<file path="src/rtl/gpio_input_conditioner.sv">
// rtl/gpio_input_conditioner.sv - synchronise and debounce board inputs, with edge pulses and sticky change mask
module gpio_input_conditioner #(
    parameter int               WIDTH          = 16,
    parameter int               SYNC_STAGES    = 2,
    parameter int               TICK_DIV       = 50000,
    parameter int               DEBOUNCE_TICKS = 10,
    parameter logic [WIDTH-1:0] RESET_VALUE    = '0
) (
    input  logic             clk,
    input  logic             rst,
    input  logic [WIDTH-1:0] raw_i,
    output logic [WIDTH-1:0] clean_o,
    output logic [WIDTH-1:0] rise_o,
    output logic [WIDTH-1:0] fall_o,
    output logic [WIDTH-1:0] change_mask_o,
    output logic             change_o,
    input  logic             change_ack_i
);

    localparam int PW = (TICK_DIV > 1) ? $clog2(TICK_DIV) : 1;
    localparam int CW = (DEBOUNCE_TICKS > 1) ? $clog2(DEBOUNCE_TICKS) : 1;
    localparam logic [PW-1:0] TICK_LAST = PW'(TICK_DIV - 1);
    localparam logic [CW-1:0] DCNT_LAST = CW'(DEBOUNCE_TICKS - 1);

    typedef enum logic {
        STABLE   = 1'b0,
        SETTLING = 1'b1
    } state_t;

    logic [WIDTH-1:0] sync_q [SYNC_STAGES];
    logic [WIDTH-1:0] sync_d [SYNC_STAGES];
    logic [WIDTH-1:0] s;
    logic [PW-1:0]    cnt_q, cnt_d;
    logic             tick;
    state_t           state_q [WIDTH];
    state_t           state_d [WIDTH];
    logic [CW-1:0]    dcnt_q [WIDTH];
    logic [CW-1:0]    dcnt_d [WIDTH];
    logic [WIDTH-1:0] clean_q, clean_d;
    logic [WIDTH-1:0] rise_q, rise_d;
    logic [WIDTH-1:0] fall_q, fall_d;
    logic [WIDTH-1:0] mask_q, mask_d;
    logic             change_q, change_d;

    // Only the last synchroniser stage is ever looked at by the debounce logic.
    assign s = sync_q[SYNC_STAGES-1];

    // Shift raw pins through the synchroniser chain.
    always_comb begin
        sync_d[0] = raw_i;
        for (int k = 1; k < SYNC_STAGES; k++) begin
            sync_d[k] = sync_q[k-1];
        end
    end

    // Shared sample-tick prescaler; tick fires on the last count before wrap.
    always_comb begin
        tick  = (cnt_q == TICK_LAST);
        cnt_d = tick ? '0 : cnt_q + PW'(1);
    end

    // Per-channel debounce FSM; a mismatch going away always wins over a tick.
    always_comb begin
        state_d = state_q;
        dcnt_d  = dcnt_q;
        clean_d = clean_q;
        for (int i = 0; i < WIDTH; i++) begin
            case (state_q[i])
                STABLE: begin
                    if (s[i] != clean_q[i]) begin
                        state_d[i] = SETTLING;
                        dcnt_d[i]  = '0;
                    end
                end
                SETTLING: begin
                    if (s[i] == clean_q[i]) begin
                        state_d[i] = STABLE;
                        dcnt_d[i]  = '0;
                    end else if (tick) begin
                        if (dcnt_q[i] == DCNT_LAST) begin
                            clean_d[i] = s[i];
                            state_d[i] = STABLE;
                            dcnt_d[i]  = '0;
                        end else begin
                            dcnt_d[i] = dcnt_q[i] + CW'(1);
                        end
                    end
                end
                default: begin
                    state_d[i] = STABLE;
                    dcnt_d[i]  = '0;
                end
            endcase
        end
    end

    // Edge pulses line up with the new clean level; ack keeps only brand-new changes.
    always_comb begin
        rise_d   = clean_d & ~clean_q;
        fall_d   = ~clean_d & clean_q;
        mask_d   = change_ack_i ? (rise_d | fall_d) : (mask_q | rise_d | fall_d);
        change_d = |mask_d;
    end

    // State registers with synchronous reset.
    always_ff @(posedge clk) begin
        if (rst) begin
            for (int k = 0; k < SYNC_STAGES; k++) begin
                sync_q[k] <= RESET_VALUE;
            end
            for (int i = 0; i < WIDTH; i++) begin
                state_q[i] <= STABLE;
                dcnt_q[i]  <= '0;
            end
            cnt_q    <= '0;
            clean_q  <= RESET_VALUE;
            rise_q   <= '0;
            fall_q   <= '0;
            mask_q   <= '0;
            change_q <= 1'b0;
        end else begin
            sync_q   <= sync_d;
            state_q  <= state_d;
            dcnt_q   <= dcnt_d;
            cnt_q    <= cnt_d;
            clean_q  <= clean_d;
            rise_q   <= rise_d;
            fall_q   <= fall_d;
            mask_q   <= mask_d;
            change_q <= change_d;
        end
    end

    assign clean_o       = clean_q;
    assign rise_o        = rise_q;
    assign fall_o        = fall_q;
    assign change_mask_o = mask_q;
    assign change_o      = change_q;

endmodule
</file>
<file path="config.mk">
export PLATFORM = sky130hd
export DESIGN_NAME = gpio_input_conditioner
export DESIGN_NICKNAME = d
export VERILOG_FILES = /design/src/rtl/gpio_input_conditioner.sv
export SDC_FILE = /design/constraint.sdc
export NUM_CORES = 1
export LEC_CHECK = 0
export CORE_MARGIN = 10
export CORE_UTILIZATION = 40
export DETAILED_ROUTE_END_ITERATION = 10
export SLEW_MARGIN = 20
export SYNTH_ARGS = -nofsm -noshare
export SYNTH_HDL_FRONTEND = slang
export SYNTH_SLANG_ARGS = --single-unit
</file>
<file path="constraint.sdc">
create_clock -name clk -period 3.65 [get_ports clk]
set_input_delay 0.5475 -clock clk [delete_from_list [all_inputs] [get_ports clk]]
set_output_delay 0.5475 -clock clk [all_outputs]
set_load 0.1 [all_outputs]
</file>
==> impl_metrics.json, run 1 <==
{
  "drc": 0,
  "num_rows": 53,
  "p_leak_nw": 3.654,
  "syn_to_final_growth_pct": 18.84,
  "critPathTopFamily": "buffers and inverters",
  "ys.flop_type": "dfxtp_1",
  "syn_nets": 1014,
  "fmax_mhz": 375.8,
  "grt_pass1_wl_mm": 33.41,
  "critical_path_class": "flip-flop to output pin",
  "slew_violations": 0,
  "insertion_delay_ps": 440,
  "crit_path_start_kind": "flip-flop",
  "numCtsBuffers": 17,
  "io-pin-count": 84,
  "tns_ps": 0,
  "max-clock-path-buffers": 2,
  "ys_warn_count": 0,
  "fill_cells": 2023,
  "die_h_um": 166.6,
  "holdWs_ps": 436.6,
  "arrival_ps": 2110,
  "post-route-period-util_pct": 72.91,
  "yosysUniqueCellTypes": 55,
  "grt_pass1_vias": 6573,
  "port_buffers": 83,
  "antenna_found_initial": 0,
  "cp_max_fo": 6,
  "synth-seq-area-share_pct": 44.97,
  "wl_mm": 20.22,
  "grt_usage_pct": 14.31,
  "via_per_inst": 5.204,
  "hp-class": "flip-flop to flip-flop",
  "h-tree-depth": 4,
  "antenna-diode-count": 0,
  "critPathSlowestCell": "clkdlybuf4s50_1",
  "critPathMaxStageDelay_ps": 1200,
  "status": "completed",
  "drtIter0Drc": 464,
  "slew_headroom_pct": 27.39,
  "synth_edf_count": 0,
  "peakVddDrop_v": 0.0003198,
  "grt_setup_unrepaired": "no",
  "crit_chain": "clkdlybuf4s50_1",
  "initial_core_util_pct": 40.74,
  "post-route-min-period_ps": 2661,
  "cts_tree": "yes",
  "critPathBufInv": 1,
  "root_buffer": "clkbuf_16",
  "place_hpwl_mm": 13.54,
  "final_common_cell": "dfxtp_1",
  "routedWlPerCell_um": 15.26,
  "overflow": 0,
  "drive_gt1_share_pct": 6.476,
  "vias": 6895,
  "synth_area_um2": 8592,
  "dr.pass1.iters": 5,
  "nets": 1089,
  "ys_ff_latch": 193,
  "hold_viol_final": 0,
  "core-area_um2": 21090,
  "netlist.area_leader.share_pct": 44.97,
  "synthArstFlopShare_pct": 0,
  "cts_setup_buffers": 0,
  "setup_viol": 0,
  "hold_buffers": 0,
  "layout_common_cells": "dfxtp_1, nor2_1, a21oi_1",
  "antenna_left": 0,
  "die-area_um2": 27740,
  "clk_pin_slew_ps": 70,
  "gp_congestion": 0.8439,
  "avgSynthCellArea_um2": 8.931,
  "ctsResizeCount": 0,
  "die_w_um": 166.6,
  "p_per_area_nw_per_um2": 410.9,
  "cts_sinks": 193,
  "power_mw": 4.196,
  "worst_slew_pin_slew_ps": 1086,
  "r2r_setup_slack_ps": 1180,
  "end_kind": "output pin",
  "finalClockSkew_ps": 13.47,
  "grt_start_max_net_pins": 71,
  "synth_area_leaders": "dfxtp_1, a21oi_1, ha_1",
  "netlist_instances": 962,
  "synth_top_area_cell": "dfxtp_1",
  "cp_data_required_time_ps": 3100,
  "drv_cap": 0
}
[metrics by stage]
step / setup slack, ps / std cells / utilization, % / cell area, um2
floorplan: 1323 / 962 / - / 8592
global placement: 1223 / 1293 / 45.61 / 9618
detailed placement: 1166 / 1293 / 45.61 / 9618
CTS: 962.3 / 1325 / 48.42 / 10210
global route: 933.3 / 1325 / 48.42 / 10210
finish: 988.7 / 1325 / 48.42 / 10210
[final cells by class]
cell class	instances	area (um2)	share of cell area, %
inverters	36	135.1	1.323
well taps	275	344.1	3.370
multi-input cells	698	4387	42.96
repair buffers	91	888.4	8.700
flip-flops and latches	193	3864	37.84
clock inverters	13	140.1	1.372
clock buffers	19	452.9	4.436
[cell usage after synthesis, types with 7 or more instances]
cell type / instances
a211oi_1: 15
nand2_1: 68
inv_1: 35
xnor2_1: 29
buf_2: 8
o21ai_0: 62
and2_1: 14
nand2b_1: 22
nor2_1: 106
or4_1: 21
a21oi_1: 95
xor2_1: 28
nand4b_1: 12
clkbuf_1: 17
nand3_1: 31
dfxtp_1: 193
nor2b_1: 32
nor3_1: 12
ha_1: 33
a21oi_4: 10
nor4_1: 21
nor4b_1: 12
a22oi_1: 7
[registers in the layout, indices dropped and copies added, names as in the netlist]
register / count
rise_o: 16
dcnt_q: 64
change_o: 1
sync_d: 16
state_q: 16
fall_o: 16
clean_o: 16
change_mask_o: 16
s: 16
cnt_q: 16
[final timing paths]
check | depth (start not counted) | from | end
max reg2reg | 6 | cnt_q[0] | cnt_q[5]
min | 1 | sync_d[12] | s[12]
min reg2reg | 1 | sync_d[12] | s[12]
max | 1 | clean_o[0] | clean_o[0]
[metal layers]
metal | up-vias | GRT usage [%] | routed length [um]
li1 | 3524 | - | -
met1 | 3221 | 18.20 | 9840
met2 | 131 | 22.84 | 9071
met3 | 19 | 4.378 | 1121
met4 | 0 | 4.124 | 182
met5 | - | 0 | 0
[kinds of logic after synthesis]
group	after synthesis	synth area share, %
muxes	1	0.1311
AOI/OAI and AO/OA	217	15.44
DFF	193	44.97
buffers and inverters	71	3.975
xor gates and xnor gates	57	5.810
adders and majority gates	33	4.806
and+or+nand+nor	390	24.87
[power by group]
group,leakage (nW),internal (mW),total [mW],switching (mW)
Combinational,1.80,0.0589,0.147,0.0881
Clock,0.291,1.00,1.88,0.878
Sequential,1.56,2.14,2.17,0.0294
Total,3.65,3.20,4.20,0.996
Power figures use the tool's default switching activity.
==> inputs of run 2 (changes only) <==
==> constraint.sdc (replaced) <==
create_clock -name clk -period 2.7 [get_ports clk]
set_input_delay 0.405 -clock clk [delete_from_list [all_inputs] [get_ports clk]]
set_output_delay 0.405 -clock clk [all_outputs]
set_load 0.1 [all_outputs]
==> impl_metrics.json, run 2 (synthesis results as in run 1) <==
{
  "status": "completed",
  "num_rows": 53,
  "largest_reg_flops": 64,
  "syn_to_final_growth_pct": 17.77,
  "slew_headroom_pct": 64.29,
  "io-pin-count": 84,
  "clk_pin_slew_ps": 70,
  "p_sw_share_pct": 22.71,
  "dr.pass1.iters": 5,
  "cp_data_required_time_ps": 3020,
  "antenna_left": 0,
  "end_kind": "flip-flop",
  "core-area_um2": 21090,
  "internal_power_mw": 4.413,
  "power_switching_mw": 1.297,
  "cp_max_fo": 13,
  "drive_gt1_share_pct": 12.82,
  "crit_path_start_kind": "flip-flop",
  "via_per_inst": 5.164,
  "grt_setup_unrepaired": "no",
  "vias": 6858,
  "multi_input_area_um2": 4387,
  "hold_buffers": 0,
  "die_h_um": 166.6,
  "overflow": 0,
  "initial_core_util_pct": 40.74,
  "critPathSlowestCell": "dfxtp_1",
  "fmax_mhz": 456.9,
  "h-tree-depth": 4,
  "post-route-min-period_ps": 2189,
  "antenna-diode-count": 0,
  "numCtsBuffers": 17,
  "setup_viol": 0,
  "grt_usage_pct": 14.40,
  "tns_ps": 0,
  "combPwrFrac_pct": 3.6,
  "drtIter0Drc": 319,
  "pwr-share-seq_pct": 51.3,
  "largest_register": "dcnt_q",
  "nets": 1092,
  "peakVddDrop_v": 0.0003744,
  "fill_cells": 2029,
  "gp_congestion": 0.8128,
  "met1_length_mm": 9.850,
  "finalClockSkew_ps": 12.18,
  "layout_common_cells": "dfxtp_1, nor2_1, a21oi_1",
  "seq_area_um2": 3864,
  "grt_start_max_net_pins": 111,
  "wl_mm": 20.28,
  "ctsResizeCount": 0,
  "final_common_cell": "dfxtp_1",
  "p_leak_nw": 3.816,
  "post-route-period-util_pct": 81.06,
  "highest_layer": "met4",
  "drv_cap": 0,
  "insertion_delay_ps": 430,
  "holdWs_ps": 437.1,
  "post-route-util_pct": 47.98,
  "critPathMaxStageDelay_ps": 360,
  "antenna_found_initial": 1,
  "critical_path_class": "flip-flop to flip-flop",
  "cts_sinks": 193,
  "route.met3.wl_mm": 1.317,
  "grt_pass1_wl_mm": 33.68,
  "r2r_setup_slack_ps": 510,
  "root_buffer": "clkbuf_16",
  "hp-class": "flip-flop to flip-flop",
  "crit_chain": "ha_1, and3_1, and4_1, nand2_2, buf_4, nor4b_1",
  "cts_tree": "yes",
  "port_buffers": 83,
  "die-area_um2": 27740,
  "drc": 0,
  "p_clk_share_pct": 45.1,
  "arrival_ps": 2510,
  "hold_viol_final": 0,
  "place_hpwl_mm": 13.62,
  "wl_met2_mm": 8.939,
  "cts_setup_buffers": 0,
  "worst_slew_pin_slew_ps": 530.8,
  "p_per_area_nw_per_um2": 564.3,
  "grt_pass1_vias": 6617,
  "routedWlPerCell_um": 15.27,
  "die_w_um": 166.6,
  "slew_violations": 0,
  "max-clock-path-buffers": 2
}
## run 2: through the flow
stage                     worst slack, ps  instances  cell area, um2  power, mW
after floorplan                     373.4        962            8592      3.122
after global placement              539.7       1296            9515      3.198
after detailed placement            525.3       1296            9515      3.199
after CTS                           502.9       1328           10120      5.791
after global routing                343.1       1328           10120      5.943
final                               511.3       1328           10120      5.710
## run 2: worst paths after layout
path / startpoint / to / cells past startpoint
max: cnt_q[0] / fall_o[9] / 6
min: sync_d[2] / s[2] / 1
max reg2reg: cnt_q[0] / fall_o[9] / 6
min reg2reg: sync_d[2] / s[2] / 1
## run 2: cell type report
type,instances,share of cell area (%)
multi-input cells,698,43.35
clock inverters,12,1.447
well taps,275,3.401
clock buffers,20,4.513
inverters,36,1.335
repair buffers,94,7.766
flip-flops and latches,193,38.18
## run 2: power groups by stage
stage / clock network [mW] / logic, mW / registers, mW
floorplan: 0 / 0.136 / 2.99
global placement: 0 / 0.203 / 2.99
detailed placement: 0 / 0.204 / 3.00
CTS: 2.66 / 0.205 / 2.93
global route: 2.78 / 0.228 / 2.94
finish: 2.58 / 0.204 / 2.93
## run 2: metal layers
layer | global-route usage (%) | up-vias
met5 | 0 | -
met4 | 4.391 | 0
met3 | 4.119 | 11
met2 | 22.21 | 141
met1 | 19.03 | 3169
li1 | - | 3537
## run 2: worst max-delay path, delay by kind of cell, from the launching register on
kind | cells | cell delay, ps
fa+ha+maj | 1 | 190
buf+inv | 1 | 270
simple gates | 4 | 1260
flops | 1 | 360
